**config.mk**
```make
export PLATFORM = sky130hd
export DESIGN_NAME = muldiv_ctrl
export DESIGN_NICKNAME = d
export VERILOG_FILES = /design/src/rtl/muldiv_ctrl.sv
export SDC_FILE = /design/constraint.sdc
export NUM_CORES = 1
export LEC_CHECK = 0
export BUFFER_PORTS_ARGS = -buffer_cell sky130_fd_sc_hd__buf_4
export CAP_MARGIN = 20
export CORE_MARGIN = 1
export CORE_UTILIZATION = 60
export CTS_BUF_LIST = sky130_fd_sc_hd__clkbuf_4
export CTS_CLUSTER_SIZE = 30
export DETAILED_ROUTE_END_ITERATION = 7
export GPL_TIMING_DRIVEN = 0
export MAX_ROUTING_LAYER = met4
export PLACE_DENSITY = 0.86
export SYNTH_ARGS = -nofsm -noshare
export SYNTH_HDL_FRONTEND = slang
export SYNTH_SLANG_ARGS = --single-unit
```
**constraint.sdc**
```tcl
create_clock -name clk -period 19.2 [get_ports clk]
set_input_delay 0 -clock clk [delete_from_list [all_inputs] [get_ports clk]]
set_output_delay 0 -clock clk [all_outputs]
set_load 0.01 [all_outputs]
```
**src/rtl/muldiv_ctrl.sv**
```systemverilog
// HI/LO owner for the MIPS core: sequences MULT/MULTU/DIV/DIVU one bit per cycle
// and stalls any HI/LO access or new issue while an operation is in flight.
module muldiv_ctrl #(
  parameter int XLEN = 32
) (
  input  logic            clk,
  input  logic            rst_n,
  input  logic            start,
  input  logic [1:0]      op,
  input  logic [XLEN-1:0] a,
  input  logic [XLEN-1:0] b,
  input  logic            cancel,
  input  logic            rd_req,
  input  logic            wr_req,
  input  logic            wr_sel,
  input  logic [XLEN-1:0] wr_data,
  output logic            busy,
  output logic            done,
  output logic            stall,
  output logic [XLEN-1:0] hi,
  output logic [XLEN-1:0] lo
);

  localparam int CW = $clog2(XLEN);
  localparam logic [CW-1:0] CNT_LAST = CW'(XLEN - 1);

  typedef enum logic [1:0] {IDLE, PREP, RUN, FIX} state_t;

  state_t              state, state_nxt;
  logic [1:0]          op_q;
  logic [XLEN-1:0]     a_q, b_q, mc;
  logic [2*XLEN-1:0]   acc;
  logic [CW-1:0]       cnt;
  logic                sign_q, sign_r, divz;

  logic                is_div, is_signed;
  logic [XLEN:0]       add_sum, shl_rem, sub_rem;
  logic [2*XLEN-1:0]   mul_nxt, div_nxt, prod;
  logic [XLEN-1:0]     res_hi, res_lo;

  function automatic logic [XLEN-1:0] mag(input logic signed [XLEN-1:0] x, input logic en);
    return (en && x < 0) ? $unsigned(-x) : $unsigned(x);
  endfunction

  function automatic logic [XLEN-1:0] neg_if(input logic signed [XLEN-1:0] x, input logic en);
    return en ? $unsigned(-x) : $unsigned(x);
  endfunction

  assign is_div    = op_q[1];
  assign is_signed = ~op_q[0];

  always_ff @(posedge clk or negedge rst_n) begin
    if (!rst_n) state <= IDLE;
    else        state <= state_nxt;
  end

  always_comb begin
    state_nxt = state;
    case (state)
      IDLE:    if (start && !cancel) state_nxt = PREP;
      PREP:    state_nxt = RUN;
      RUN:     if (cnt == CNT_LAST) state_nxt = FIX;
      FIX:     state_nxt = IDLE;
      default: state_nxt = IDLE;
    endcase
    if (state != IDLE && cancel) state_nxt = IDLE;
  end

  always_comb begin
    busy  = (state != IDLE);
    stall = busy & (rd_req | wr_req | start);
  end

  // Iteration step: acc upper half is the partial product / remainder,
  // lower half is the multiplier / dividend being shifted out.
  always_comb begin
    add_sum = {1'b0, acc[2*XLEN-1:XLEN]} + (acc[0] ? {1'b0, mc} : '0);
    mul_nxt = {add_sum, acc[XLEN-1:1]};
    shl_rem = {acc[2*XLEN-1:XLEN], acc[XLEN-1]};
    sub_rem = shl_rem - {1'b0, mc};
    if (shl_rem >= {1'b0, mc}) div_nxt = {sub_rem[XLEN-1:0], acc[XLEN-2:0], 1'b1};
    else                       div_nxt = {shl_rem[XLEN-1:0], acc[XLEN-2:0], 1'b0};
  end

  always_comb begin
    prod   = (is_signed && sign_q) ? -acc : acc;
    res_hi = prod[2*XLEN-1:XLEN];
    res_lo = prod[XLEN-1:0];
    if (is_div) begin
      if (divz) begin
        res_hi = a_q;
        res_lo = '1;
      end else begin
        res_lo = neg_if(acc[XLEN-1:0], is_signed && sign_q);
        res_hi = neg_if(acc[2*XLEN-1:XLEN], is_signed && sign_r);
      end
    end
  end

  always_ff @(posedge clk or negedge rst_n) begin
    if (!rst_n) begin
      hi   <= '0;
      lo   <= '0;
      done <= 1'b0;
      cnt  <= '0;
    end else begin
      done <= 1'b0;
      case (state)
        IDLE: begin
          cnt <= '0;
          if (wr_req) begin
            if (wr_sel) hi <= wr_data;
            else        lo <= wr_data;
          end
        end
        PREP: cnt <= '0;
        RUN:  if (!cancel) cnt <= cnt + 1'b1;
        FIX: begin
          if (!cancel) begin
            hi   <= res_hi;
            lo   <= res_lo;
            done <= 1'b1;
          end
        end
        default: cnt <= '0;
      endcase
    end
  end

  // Operand/accumulator datapath carries no reset; control gates every use.
  always_ff @(posedge clk) begin
    case (state)
      IDLE: begin
        if (start && !cancel) begin
          op_q <= op;
          a_q  <= a;
          b_q  <= b;
        end
      end
      PREP: begin
        sign_q <= a_q[XLEN-1] ^ b_q[XLEN-1];
        sign_r <= a_q[XLEN-1];
        divz   <= (b_q == '0);
        if (is_div) begin
          acc <= {{XLEN{1'b0}}, mag(a_q, is_signed)};
          mc  <= mag(b_q, is_signed);
        end else begin
          acc <= {{XLEN{1'b0}}, mag(b_q, is_signed)};
          mc  <= mag(a_q, is_signed);
        end
      end
      RUN:     acc <= is_div ? div_nxt : mul_nxt;
      default: ;
    endcase
  end

endmodule

```
==> flow_metrics.py <==
metrics = {
    "floorplan": {
        "dieArea_um2": 30240,
        "die_h_um": 173.9,
        "io_pins": 172,
        "start_util_pct": 61.44,
        "coreArea_um2": 28860,
        "rows": 62,
        "dieWidth_um": 173.9,
    },
    "worst_setup_path": {
        "cp-end-kind": "register",
        "path_max_fanout": 10,
        "slowest_stage": "edfxtp_1",
        "max_stage_delay_ns": 0.67,
        "rr_endpoint": "acc[59]$_SDFFCE_PN0P_",
        "cp_data_arrival_time_ns": 5.71,
        "start_kind": "register",
        "reg2reg_from": "acc[0]$_DFFE_PP_",
        "ff2ff_path_depth": 13,
        "cp_data_required_time_ns": 19.67,
        "ff2ff_setup_slack_ns": 13.96,
        "path_class": "register to register",
        "crit_chain": "inv_1, clkbuf_1, nor2_1, fa_1, a21oi_1, o2111ai_1, a31o_2, a31oi_1, o31ai_2, a2111oi_0, nor3_2, xor2_1, o211a_1",
    },
    "outcome": {
        "status": "finished with violations",
        "failed_checks": "DRC, hold timing",
    },
    "min_path": {
        "holdPathStages": 2,
        "hold_end": "a_q[11]$_DFFE_PP_",
        "min_path_type": "primary input to register",
        "hp-start": "a[11]",
    },
    "logic_synthesis": {
        "syn_nets": 2110,
        "synth.distinct_cells": 82,
        "yosysSeqAreaShare_pct": 38.11,
        "synth_warnings": 0,
        "synthFlopType": "edfxtp_1",
        "ys_ff_latch": 237,
        "synth_edf_count": 165,
        "postSynthCellCount": 1929,
        "avgSynthCellArea_um2": 9.191,
        "syn-cell-area_um2": 17730,
        "synth_top_area_share_pct": 27.95,
        "synth_top_area_cell": "edfxtp_1",
        "synthTopCellsByArea": "edfxtp_1 (28%), dfrtp_1 (10%), xor2_1 (5.8%), a21oi_1 (5.4%), ha_1 (5.2%)",
        "ys_async_sr_fraction_pct": 30.38,
    },
    "grt": {
        "grt_remaining_overflow": 0,
        "grt_pass1_vias": 19100,
        "antenna_found_initial": 6,
        "grt_max_degree": 66,
        "grt_usage_pct": 54.07,
        "grt_pass1_wl_mm": 118.2,
    },
    "timing": {
        "max_freq_mhz": 190.9,
        "fin_crit_ns": 5.237,
        "setup_slack_ns": 13.96,
        "rsz0062_at_grt": "no",
        "hold_violations": 2,
        "finalCritPeriodShare_pct": 27.28,
        "slew_violations": 0,
        "setup_tns_ns": 0,
        "fin_skew_ns": 0.1057,
        "setup_viol": 0,
        "relSlewSlack_pct": 18.77,
        "hold_ws_ns": -0.02669,
        "tightest_slew_ns": 1.218,
    },
    "clock_tree": {
        "cts_resized": 0,
        "clkLatencyLatePin_ns": 0.79,
        "cts_root_buf": "clkbuf_4",
        "cts_tree": "done",
        "cts_buffers": 66,
        "numClockSinks": 237,
        "cts.path.max_buffers": 3,
        "htreeDepth": 3,
        "path_clk_slew_ns": 0.10,
    },
    "power": {
        "powerDensity_nw_per_um2": 175.4,
        "power.leakage_nw": 9.060,
        "irDropWorstVdd_mv": 0.1325,
    },
    "place": {
        "portBuffers": 170,
        "pre_cts_slack_ns": 14.43,
        "gp_congestion": 1.057,
        "dp_cells": 2488,
        "hpwl_mm": 50.46,
    },
    "route": {
        "avgRoutedWirePerCell_um": 29.19,
        "drtIter0Drc": 3785,
        "drtPass1Iterations": 8,
        "antenna_left": 0,
        "via_per_inst": 7.161,
        "drc": 17,
        "dr_total_vias": 19780,
        "drt_wl_total_mm": 80.62,
    },
    "cells_and_area": {
        "utilization_pct": 75.93,
        "area_delta_synth_final_pct": 23.58,
        "stdcell_count": 2762,
        "layout-drive-gt1-share_pct": 16.10,
        "fin_nets": 2509,
        "final_common_cell": "a21oi_1",
        "layout_common_cells": "a21oi_1 (193), nor2_1 (179), buf_4 (174)",
    },
    "flow_run": {
        "drv_cap": 0,
    },
}
[layer usage]
metal | vias up | share of wire (%) | GRT usage [%]
li1 | 7931 | - | -
met1 | 8972 | 33 | 63.48
met2 | 2199 | 41 | 75.53
met3 | 678 | 17 | 20.98
met4 | 0 | 9.5 | 38.38
met5 | - | 0 | -
[final cells by class]
| type | instances | area [um^2] |
|---|---|---|
| Tap cell | 384 | 480.5 |
| Multi-Input combinational cell | 1501 | 10230 |
| Clock inverter | 25 | 125.1 |
| Fill cell | 1899 | 6947 |
| Inverter | 75 | 281.5 |
| Antenna cell | 6 | 15.01 |
| Sequential cell | 237 | 6756 |
| Clock buffer | 87 | 653.1 |
| Buffer | 116 | 480.5 |
| Timing Repair Buffer | 331 | 2888 |
[through the flow]
stage / cell area [um^2] / power, mW
2_1_floorplan: 17730 / 2.385
3_3_place_gp: 19490 / 3.051
3_5_place_dp: 19560 / 3.099
4_1_cts: 21870 / 3.579
5_1_grt: 21910 / 3.974
6_report: 21910 / 3.842
[worst max-delay path: cells and delay by family (launching register included)]
kind,cells,cell delay [ns]
xor gates and xnor gates,1,0.18
adders and majority gates,1,0.49
AOI/OAI and AO/OA,7,2.33
buffers and inverters,2,0.90
and+or+nand+nor,2,0.38
DFF,1,0.67
[report_power, final]
part / internal (mW) / switching, mW
registers: 0.796 / 0.279
clock network: 0.214 / 0.279
logic: 0.836 / 1.44
total: 1.85 / 2.00
[cell families after synthesis]
logic type / Yosys count / synth area share [%]
buffers and inverters: 191 / 4.298
muxes: 85 / 6.796
xor gates and xnor gates: 200 / 9.880
adders and majority gates: 76 / 5.448
and+or+nand+nor: 570 / 15.86
AOI/OAI and AO/OA: 570 / 19.61
DFF: 237 / 38.11
[timing repair]
| item | 4_1_cts | 5_1_grt |
|---|---|---|
| buffers inserted | 0 | 0 |
| endpoints found under the hold margin | 233 | 2 |
| hold buffers | 153 | 2 |
[synthesized netlist by cell type, drive strengths merged (13+ instances only)]
library cell  number
o21ai            154
nand2            159
inv               75
edfxtp           165
o211ai            22
nand4             18
and2              13
nand2b            22
a31oi             16
clkbuf            90
a211oi            16
nor2             179
a21oi            194
o31ai             18
mux4              25
nand3             16
ha                74
dfrtp             72
nor4              19
and3              27
xnor2             82
a21o              23
o22ai             42
nor3              58
xor2             118
mux2i             30
mux2              30
buf               26
[sequential cells by signal, indices dropped and copies added (netlist names)]
name,flops
acc,64
a_q,32
b_q,32
hi,32
lo,32
mc,32
cnt,5
op_q,2
state,2
divz,1
done,1
sign_q,1
sign_r,1
[worst max-delay path by stage]
stage	from	endpoint	slack [ns]	cells after the start
finish	acc[0]$_DFFE_PP_	acc[59]$_SDFFCE_PN0P_	13.96	13
CTS	acc[0]$_DFFE_PP_	acc[59]$_SDFFCE_PN0P_	14.37	13
global route	acc[0]$_DFFE_PP_	acc[63]$_SDFFCE_PN0P_	13.86	13
floorplan	state[0]$_DFFE_PN0P_	a_q[0]$_DFFE_PP_	13.11	5
detailed placement	acc[0]$_DFFE_PP_	acc[59]$_SDFFCE_PN0P_	14.43	13
global placement	state[0]$_DFFE_PN0P_	op_q[1]$_DFFE_PP_	11.60	5
Power figures use the tool's default switching activity.
